### src/rtl/frogger_pkg.sv
// Shared types and constants for the frogger round/level control.
package frogger_pkg;

    localparam int LEVEL_W   = 4;
    localparam int LIVES_W   = 2;
    localparam int MAX_LEVEL = 8;

    typedef enum logic [2:0] {
        ST_START     = 3'd0,
        ST_PLAY      = 3'd1,
        ST_DYING     = 3'd2,
        ST_WINNING   = 3'd3,
        ST_GAME_OVER = 3'd4
    } state_e;

    function automatic int max2(input int a, input int b);
        return (a > b) ? a : b;
    endfunction

endpackage

### src/rtl/game_sequencer_hold_timer.sv
// Loadable down-counter advanced by the slow tick; flags the tick that ends a hold.
module hold_timer #(
    parameter int W = 6
) (
    input  logic         clk,
    input  logic         rst,
    input  logic         clr,
    input  logic         load,
    input  logic [W-1:0] load_val,
    input  logic         tick,
    output logic         expire
);
    logic [W-1:0] cnt_q, cnt_d;

    // Clear wins over load; counting stops at zero so an idle timer never wraps.
    always_comb begin
        cnt_d = cnt_q;
        if (clr)
            cnt_d = '0;
        else if (load)
            cnt_d = load_val;
        else if (tick && cnt_q != '0)
            cnt_d = cnt_q - 1'b1;
    end

    // Counter register.
    always_ff @(posedge clk or posedge rst) begin
        if (rst) cnt_q <= '0;
        else     cnt_q <= cnt_d;
    end

    assign expire = tick && (cnt_q == W'(1));

endmodule

### src/rtl/game_sequencer.sv
// Round/level controller: owns level and lives, sequences START/PLAY/hold pauses/game over.
module game_sequencer
    import frogger_pkg::*;
#(
    parameter int MAX_LEVEL        = frogger_pkg::MAX_LEVEL,
    parameter int START_LIVES      = 3,
    parameter int DEATH_HOLD_TICKS = 50,
    parameter int WIN_HOLD_TICKS   = 50
) (
    input  logic               clk,
    input  logic               reset,
    input  logic               tick,
    input  logic               death_collision,
    input  logic               win_collision,
    input  logic               user_restart,
    output logic [LEVEL_W-1:0] current_level,
    output logic [LIVES_W-1:0] lives,
    output logic               round_reset,
    output logic               freeze,
    output logic               game_over,
    output logic               level_up
);
    localparam int HOLD_W = $clog2(max2(DEATH_HOLD_TICKS, WIN_HOLD_TICKS) + 1);

    state_e             state_q, state_d;
    logic [LEVEL_W-1:0] level_q, level_d;
    logic [LIVES_W-1:0] lives_q, lives_d;
    logic               level_up_q, level_up_d;

    logic               tmr_clr, tmr_load, tmr_expire;
    logic [HOLD_W-1:0]  tmr_val;

    hold_timer #(.W(HOLD_W)) u_hold (
        .clk      (clk),
        .rst      (reset),
        .clr      (tmr_clr),
        .load     (tmr_load),
        .load_val (tmr_val),
        .tick     (tick),
        .expire   (tmr_expire)
    );

    // Next-state, level/lives update and hold-timer control; restart overrides everything.
    always_comb begin
        state_d    = state_q;
        level_d    = level_q;
        lives_d    = lives_q;
        level_up_d = 1'b0;
        tmr_clr    = 1'b0;
        tmr_load   = 1'b0;
        tmr_val    = '0;
        if (user_restart) begin
            state_d = ST_START;
            level_d = LEVEL_W'(1);
            lives_d = LIVES_W'(START_LIVES);
            tmr_clr = 1'b1;
        end else begin
            case (state_q)
                ST_START: state_d = ST_PLAY;
                ST_PLAY: begin
                    if (death_collision) begin
                        state_d  = ST_DYING;
                        tmr_load = 1'b1;
                        tmr_val  = HOLD_W'(DEATH_HOLD_TICKS);
                        if (lives_q != '0) lives_d = lives_q - 1'b1;
                    end else if (win_collision) begin
                        state_d  = ST_WINNING;
                        tmr_load = 1'b1;
                        tmr_val  = HOLD_W'(WIN_HOLD_TICKS);
                    end
                end
                ST_DYING: begin
                    if (tmr_expire)
                        state_d = (lives_q == '0) ? ST_GAME_OVER : ST_START;
                end
                ST_WINNING: begin
                    if (tmr_expire) begin
                        state_d    = ST_START;
                        level_up_d = 1'b1;
                        level_d    = (level_q == LEVEL_W'(MAX_LEVEL)) ? LEVEL_W'(1)
                                                                      : level_q + 1'b1;
                    end
                end
                ST_GAME_OVER: state_d = ST_GAME_OVER;
                default:      state_d = ST_START;
            endcase
        end
    end

    // State, level, lives and level_up registers.
    always_ff @(posedge clk or posedge reset) begin
        if (reset) begin
            state_q    <= ST_START;
            level_q    <= LEVEL_W'(1);
            lives_q    <= LIVES_W'(START_LIVES);
            level_up_q <= 1'b0;
        end else begin
            state_q    <= state_d;
            level_q    <= level_d;
            lives_q    <= lives_d;
            level_up_q <= level_up_d;
        end
    end

    assign current_level = level_q;
    assign lives         = lives_q;
    assign level_up      = level_up_q;
    assign round_reset   = (state_q == ST_START);
    assign freeze        = (state_q == ST_DYING) || (state_q == ST_WINNING) ||
                           (state_q == ST_GAME_OVER);
    assign game_over     = (state_q == ST_GAME_OVER);

endmodule

### config.mk
export PLATFORM = sky130hd
export DESIGN_NAME = game_sequencer
export DESIGN_NICKNAME = d
export VERILOG_FILES = /design/src/rtl/frogger_pkg.sv /design/src/rtl/game_sequencer_hold_timer.sv /design/src/rtl/game_sequencer.sv
export SDC_FILE = /design/constraint.sdc
export NUM_CORES = 1
export LEC_CHECK = 0
export CAP_MARGIN = 25
export CORE_ASPECT_RATIO = 1.4
export CORE_UTILIZATION = 51
export DETAILED_ROUTE_END_ITERATION = 7
export PLACE_DENSITY = 0.78
export SETUP_SLACK_MARGIN = 0.2
export SLEW_MARGIN = 20
export SYNTH_ARGS = -nofsm -noshare
export SYNTH_HDL_FRONTEND = slang
export SYNTH_SLANG_ARGS = --single-unit
### constraint.sdc
create_clock -name clk -period 2.5 [get_ports clk]
set_input_delay 0.375 -clock clk [delete_from_list [all_inputs] [get_ports clk]]
set_output_delay 0.375 -clock clk [all_outputs]
set_load 0.01 [all_outputs]
==> qor.csv, run 1 <==
metric,value,unit
status,completed,
Worst-path clk slew,0.10,ns
crit path max fanout,12,
CP required,2.12,ns
final setup violating endpoints,0,
Peak VDD IR,338,uV
Max Fclk,0.463,GHz
Root Buffer,clkbuf_4,
port bufs,15,
final-report hold violation count,0,
Mapped Cells,94,
measured slew at the worst slew-check pin,0.599,ns
most frequent cells in the layout,"15 x clkdlybuf4s50_1, 13 x dfrtp_1, 10 x nor3_1",
unrepaired setup endpoints after global routing,no,
PD cells,677,nW/um^2
Setup Buffers After CTS,0,
number of synthesized flops with an enable pin,0,
share of layout cells above drive strength 1,0.0909,
CTS tree,built,
DRT antenna net count,0,
vias after detailed routing,744,
total clock sinks,16,
Sum Neg Setup Slack,0,ns
library cells used by synthesis,35,
post-DP HPWL,1350,um
crit path kind,reg -> out,
drt drc,0,
worst skew pair latency,0.29,ns
final WL,1840,um
H-tree depth,1,
Starting Density,0.570,
"commonest non-fill, non-tap cell in the layout",clkdlybuf4s50_1,
Iter 0 DRT Violations,11,
DR pass1 iterations,4,
fin crit share,0.864,
r2r worst-path depth,4,
Critical Path Source Type,flip-flop,
Die X-Extent,38.2,um
Max Cap Viol,0,
core area,1640,um^2
LEAKAGE,0.479,nW
final RePlAce weighted congestion,0.712,
"Cell Area, Synth",933,um^2
final cell utilization of the core,0.691,
largest net degree at the start of global routing,17,
first-pass GRT wire length,3060,um
Hold WC Path Type,in -> async,
Layout area overhead,21.3,%
cell row count,17,
vias per inst,5.77,
Critical Path End Type,output pin,
Total Routing Usage GR,0.223,
WL per Instance,14.3,um
Seq cells post-synth,16,
Worst Skew,0.00463,ns
fin. max-slew vios,0,
vias in the first global route,716,
Num CTS Buffers,3,
async set-reset flop share out of synthesis,1.00,
Tmin final,2.16,ns
Syn Area/Cell,9.93,um^2
commonest register cell after synthesis,dfrtp_1,
initial antenna violation count,0,
Clock Path Buffers,2,
I/O pin cnt,16,
Crit path arrival time,1.78,ns
chip height,52.6,um
die area,2010,um^2
GR Overflow Total,0,
# diodes,0,
Layout Nets,123,
Yosys warnings,0,
CTS Hold Bufs,0,
Syn Nets,106,
post-CTS resize count,0,
Slew Limit Headroom,0.600,
register area share after synthesis,0.433,
==> cell usage after synthesis, types with 2 or more instances <==
cell type,n,share of area
ha_1,6,0.080
mux2i_1,2,0.021
nor3_1,10,0.054
nand2b_1,4,0.027
nand2_1,3,0.012
inv_1,9,0.036
dfrtp_1,13,0.35
clkbuf_1,3,0.012
dfstp_2,3,0.084
o21ai_1,2,0.011
nor2_1,5,0.020
nand3_1,2,0.011
xnor2_1,5,0.047
a31oi_1,3,0.020
a21oi_1,4,0.021
==> metrics by stage <==
step | instances | cell area, um^2 | power [mW] | setup slack (ns) | hold slack, ns
6_report | 129 | 1130 | 0.766 | 0.341 | 0.445
4_1_cts | 129 | 1130 | 0.769 | 0.347 | 0.465
2_1_floorplan | 94 | 933 | 0.527 | 0.761 | 0.287
3_5_place_dp | 125 | 1100 | 0.599 | 0.509 | 0.577
5_1_grt | 129 | 1130 | 0.813 | 0.204 | 0.513
3_3_place_gp | 125 | 1100 | 0.589 | 0.537 | 0.572
==> flip-flops by register name (all words and copies together) (netlist names) <==
| register | flops |
|---|---|
| current_level | 4 |
| lives | 2 |
| level_up | 1 |
| state_q | 3 |
| u_hold.cnt_q | 6 |
==> where the power goes <==
| part | internal, mW | switching, mW | leakage, nW |
|---|---|---|---|
| registers | 0.294 | 0.0566 | 0.206 |
| clock network | 0.0887 | 0.0841 | 0.0210 |
| logic | 0.120 | 0.123 | 0.252 |
| total | 0.502 | 0.264 | 0.479 |
==> layout make-up <==
class | instances | area [um^2]
Clock buffer | 4 | 36.3
Fill cell | 136 | 505
Inverter | 9 | 33.8
Multi-Input combinational cell | 66 | 484
Sequential cell | 16 | 404
Tap cell | 19 | 23.8
Timing Repair Buffer | 15 | 150
==> final timing paths <==
path                                       from               end  slack [ns]
worst max-delay path                 state_q[1]            freeze        0.34
worst min-delay path                      reset        state_q[0]        0.44
worst max register to register  u_hold.cnt_q[2]  current_level[3]        0.58
worst min register to register         lives[0]          lives[0]        0.59
max in group asynchronous                 reset        state_q[2]        1.67
min in group clk                       lives[0]          lives[0]        0.59
==> routing by layer <==
layer	GRT usage	routed length (um)	vias up
li1	-	-	371
met5	0	0	-
met4	0.131	40	0
met1	0.270	829	356
met2	0.359	928	12
met3	0.0383	43	5
==> logic make-up after synthesis <==
kind of cell	after synthesis	synth area share
xor+xnor	5	0.0469
simple gates	34	0.225
flops	16	0.433
buf+inv	12	0.0483
fa+ha+maj	6	0.0804
compound gates	19	0.145
mux	2	0.0214
==> worst max-delay path, stage by stage (launching register included) <==
cell and delay (ns):
dfrtp_1 0.50, nor3b_1 0.27, o21bai_1 0.16, clkdlybuf4s50_1 0.57
No activity file was read; power rests on OpenSTA's default activity.
==> run 2, diff against run 1 <==
==> constraint.sdc (replaced) <==
create_clock -name clk -period 2.5 [get_ports clk]
set_input_delay 0.375 -clock clk [delete_from_list [all_inputs] [get_ports clk]]
set_output_delay 0.375 -clock clk [all_outputs]
set_load 0.05 [all_outputs]
==> run 2 against run 1 <==
Die area stayed put. First-iteration DRC count increased by 45%. Core utilization rose by 0.23 points. Maximum frequency is 3.5% lower. Largest cell class unchanged. Hold slack worse by 0.0020 ns. Worst setup slack got worse by 0.078 ns. Sequential cell count did not move.
==> qor.csv, run 2 (synthesis gave the netlist of run 1 again) <==
metric,value,unit,change
internal reg-to-reg setup slack,0.56,ns,-0.02 ns
PD cells,694,nW/um^2,+2.5%
largest net degree at the start of global routing,17,,unchanged
Root Buffer,clkbuf_4,,
Critical Path End Type,output pin,,
LEAKAGE,0.485,nW,+1.3%
Hold WC Path Type,in -> async,,
chip height,52.6,um,unchanged
core area,1640,um^2,unchanged
status,completed,,
vias per inst,5.84,,+1.3%
cell row count,17,,unchanged
Num CTS Buffers,3,,unchanged
share of layout cells above drive strength 1,0.100,,+0.00909
final RePlAce weighted congestion,0.720,,+1.2%
# diodes,0,,unchanged
Starting Density,0.570,,unchanged
"Design Area, Final",1140,um^2,+0.33%
port bufs,15,,unchanged
Max Cap Viol,0,,unchanged
first-pass GRT wire length,3010,um,-1.8%
Biggest register,u_hold.cnt_q,,
measured slew at the worst slew-check pin,0.605,ns,+0.00570 ns
Crit path arrival time,1.86,ns,+0.08 ns
"commonest non-fill, non-tap cell in the layout",clkdlybuf4s50_1,,
Tmin final,2.24,ns,+0.0777 ns
DR pass1 iterations,4,,unchanged
final-report hold violation count,0,,unchanged
Layout Nets,123,,unchanged
total clock sinks,16,,unchanged
CTS tree,built,,
crit path kind,reg -> out,,
I/O pin cnt,16,,unchanged
Layout area overhead,21.7,%,
Die X-Extent,38.2,um,unchanged
Sum Neg Setup Slack,0,ns,unchanged
drt drc,0,,unchanged
Iter 0 DRT Violations,16,,+5
most frequent cells in the layout,"14 x clkdlybuf4s50_1, 13 x dfrtp_1, 10 x nor3_1",,
DRT antenna net count,0,,unchanged
Largest register FFs,6,,unchanged
vias after detailed routing,754,,+1.3%
crit path max fanout,12,,unchanged
Slew Limit Headroom,0.596,,-0.00380
post-DP HPWL,1280,um,-5.1%
Peak VDD IR,555,uV,+64%
H-tree depth,1,,unchanged
fin crit share,0.895,,+0.0311
Setup Buffers After CTS,0,,unchanged
Worst-path clk slew,0.09,ns,about the same
Total Routing Usage GR,0.218,,-0.00494
CP required,2.12,ns,about the same
initial antenna violation count,0,,unchanged
Max Fclk,0.447,GHz,-3.5%
Worst Skew,0.00122,ns,-0.00340 ns
worst skew pair latency,0.29,ns,about the same
vias in the first global route,701,,-2.1%
fin. max-slew vios,0,,unchanged
final WL,1840,um,-0.11%
fillcell total,124,,-8.8%
WL per Instance,14.3,um,-0.11%
die area,2010,um^2,unchanged
Clock Path Buffers,2,,unchanged
GR Overflow Total,0,,unchanged
Critical Path Source Type,flip-flop,,
unrepaired setup endpoints after global routing,no,,
final setup violating endpoints,0,,unchanged
Post-DP Area,1100,um^2,+0.46%
## run 2: report_power, final
group	internal [mW]	switching, mW	total, mW
Combinational	0.119	0.146	0.265
Clock	0.0889	0.0835	0.172
Sequential	0.294	0.0568	0.351
## run 2: timing repair
action / CTS / global route
hold buffers: 0 / 0
setup endpoints to repair: 1 / 0
resized for setup: 1 / 0
## run 2: path summary, 6_finish.rpt
path,depth (start not counted),endpoint,from
min in group clk,2,lives[0],lives[0]
worst min register to register,2,lives[0],lives[0]
worst min-delay path,2,state_q[0],reset
worst max-delay path,2,game_over,state_q[1]
max in group asynchronous,2,current_level[3],reset
worst max register to register,4,current_level[3],u_hold.cnt_q[2]
## run 2: routing by layer
metal / vias to the layer above / GRT usage / part of all wire
met5: - / 0 / 0
met4: 0 / 0.125 / 0.026
met3: 5 / 0.0255 / 0.026
met1: 360 / 0.271 / 0.43
li1: 372 / - / -
met2: 17 / 0.353 / 0.52
## run 2: worst max-delay path, stage by stage, from the launching register on
cell	delay (ns)
dfrtp_1	0.51
nor3b_2	0.23
clkdlybuf4s50_1	0.83
## run 2: stage by stage
stage          hold slack (ns)  cells  utilization  worst slack (ns)  power (mW)
2_1_floorplan            0.287     94            -             0.329       0.551
3_3_place_gp             0.558    125        0.672             0.514       0.610
3_5_place_dp             0.576    125        0.672             0.484       0.618
4_1_cts                  0.456    129        0.694             0.261       0.795
5_1_grt                  0.501    129        0.694             0.207       0.832
6_report                 0.443    129        0.694             0.263       0.788
## run 2: layout make-up
class | instances | area [um^2] | share of cell area
clock buffer | 4 | 36.3 | 0.0319
inverter | 9 | 33.8 | 0.0297
multi-input combinational | 66 | 489 | 0.431
sequential | 16 | 404 | 0.356
tap | 19 | 23.8 | 0.0209
timing repair buffer | 15 | 149 | 0.131
==> run 3, diff against run 2 <==
==> constraint.sdc (replaced) <==
create_clock -name clk -period 2.5 [get_ports clk]
set_input_delay 0.5 -clock clk [delete_from_list [all_inputs] [get_ports clk]]
set_output_delay 0.5 -clock clk [all_outputs]
set_load 0.05 [all_outputs]
==> run 3 against run 2 <==
Sequential power is essentially flat. Sequential cell count unchanged. Critical endpoint is now freeze. Critical path type unchanged. Register-to-register slack is essentially flat. Maximum frequency is 1.7% higher. Combinational power barely moved.
==> qor.csv, run 3 (synthesis gave the netlist of run 1 again) <==
metric,value,unit,change
Total Routing Usage GR,0.217,,-0.000872
initial antenna violation count,0,,unchanged
crit-path leading delay family,buffers and inverters,,
status,completed,,
final cell utilization of the core,0.692,,-0.00153
Hold WC Path Type,in -> async,,
port bufs,15,,unchanged
"commonest non-fill, non-tap cell in the layout",dfrtp_1,,
worst skew pair latency,0.29,ns,about the same
final WL,1840,um,about the same
Crit path arrival time,1.70,ns,-0.16 ns
fin crit share,0.880,,-0.0146
core area,1640,um^2,unchanged
final setup violating endpoints,0,,unchanged
die area,2010,um^2,unchanged
Setup Buffers After CTS,0,,unchanged
"Cell Chain, Critical Path",nor3b_2 -> o21bai_1 -> dlygate4sd2_1,,
WL per Instance,14.3,um,about the same
largest net degree at the start of global routing,17,,unchanged
vias per inst,5.84,,unchanged
Peak VDD IR,555,uV,about the same
vias in the first global route,695,,-0.86%
total clock sinks,16,,unchanged
drt drc,0,,unchanged
Max Cap Viol,0,,unchanged
Layout area overhead,21.4,%,
Max Fclk,0.454,GHz,+1.7%
CTS tree,built,,
share of layout cells above drive strength 1,0.100,,unchanged
worst setup margin,0.300,ns,+0.0364 ns
vias after detailed routing,754,,unchanged
Critical Path End Type,output pin,,
"slowest stage cell, crit path",dlygate4sd2_1,,
Num CTS Buffers,3,,unchanged
Worst Skew,0.00122,ns,+0.0000000300 ns
cell row count,17,,unchanged
final RePlAce weighted congestion,0.720,,about the same
DR pass1 iterations,4,,unchanged
Iter 0 DRT Violations,16,,unchanged
Root Buffer,clkbuf_4,,
Tmin final,2.20,ns,-0.0364 ns
final-report hold violation count,0,,unchanged
GR Overflow Total,0,,unchanged
DRT antenna net count,0,,unchanged
Starting Density,0.570,,unchanged
"Largest stage delay, worst path",0.54,ns,-0.29 ns
Buffers & Inverters on Critical Path,1,,unchanged
met3 wire length,52,um,+11%
Overall Power,0.786,mW,-0.28%
Detail Route met2 WL,948,um,unchanged
Worst-path clk slew,0.09,ns,about the same
crit path max fanout,12,,unchanged
post-DP HPWL,1280,um,unchanged
met1 WL,790,um,-0.75%
Die X-Extent,38.2,um,unchanged
PD cells,693,nW/um^2,about the same
Largest register FFs,6,,unchanged
first-pass GRT wire length,2990,um,-0.47%
# diodes,0,,unchanged
chip height,52.6,um,unchanged
Slew Limit Headroom,0.597,,about the same
crit path kind,reg -> out,,
LEAKAGE,0.491,nW,+1.2%
Clock Path Buffers,2,,unchanged
most frequent cells in the layout,"13 x dfrtp_1, 12 x clkdlybuf4s50_1, 10 x nor3_1",,
fin. max-slew vios,0,,unchanged
Sum Neg Setup Slack,0,ns,unchanged
unrepaired setup endpoints after global routing,no,,
measured slew at the worst slew-check pin,0.604,ns,-0.000709 ns
post-place setup slack,0.359,ns,-0.125 ns
I/O pin cnt,16,,unchanged
H-tree depth,1,,unchanged
max layer used,met4,,
Critical Path Source Type,flip-flop,,
CP required,2.00,ns,-0.12 ns
Biggest register,u_hold.cnt_q,,
Layout Nets,123,,unchanged
## run 3: cell types whose count changed in the layout (fill, tap and decap cells not counted), sizes merged
| cell | change |
|---|---|
| clkdlybuf4s50 | -2 |
| dlygate4sd2 | +2 |
## run 3: worst paths after layout
path	endpoint	from	cells after the start	slack, ns
setup / recovery	freeze	state_q[1]	3	0.30
hold / removal	state_q[0]	reset	2	0.57
setup reg to reg	current_level[3]	u_hold.cnt_q[2]	4	0.56
hold reg to reg	lives[0]	lives[0]	2	0.59
max in group asynchronous	current_level[3]	reset	2	1.54
min in group clk	lives[0]	lives[0]	2	0.59
## run 3: area by class of cell
cell class | instances | area, um^2
repair buffers | 15 | 146
fillers | 125 | 504
multi-input cells | 66 | 489
inverters | 9 | 33.8
well taps | 19 | 23.8
flip-flops and latches | 16 | 404
clock buffers | 4 | 36.3
## run 3: metrics by stage
stage / hold WS [ns] / std cells / area (um^2)
after floorplan: 0.412 / 94 / 938
after global placement: 0.558 / 125 / 1100
after detailed placement: 0.576 / 125 / 1100
after CTS: 0.581 / 129 / 1130
after global routing: 0.626 / 129 / 1130
final: 0.567 / 129 / 1130
## run 3: power breakdown
group	switching, mW	internal [mW]
clock	0.0835	0.0889
sequential	0.0568	0.294
combinational	0.146	0.117
total	0.286	0.500
## run 3: what timing repair did
item                                    4_1_cts  5_1_grt
gates resized for setup                       3        0
endpoints found under the setup margin        3        0
hold buffers                                  0        0
## run 3: routing by layer
metal / up-vias / GRT usage
met5: - / 0
met1: 360 / 0.268
li1: 372 / -
met4: 0 / 0.125
met3: 5 / 0.0255
met2: 17 / 0.353
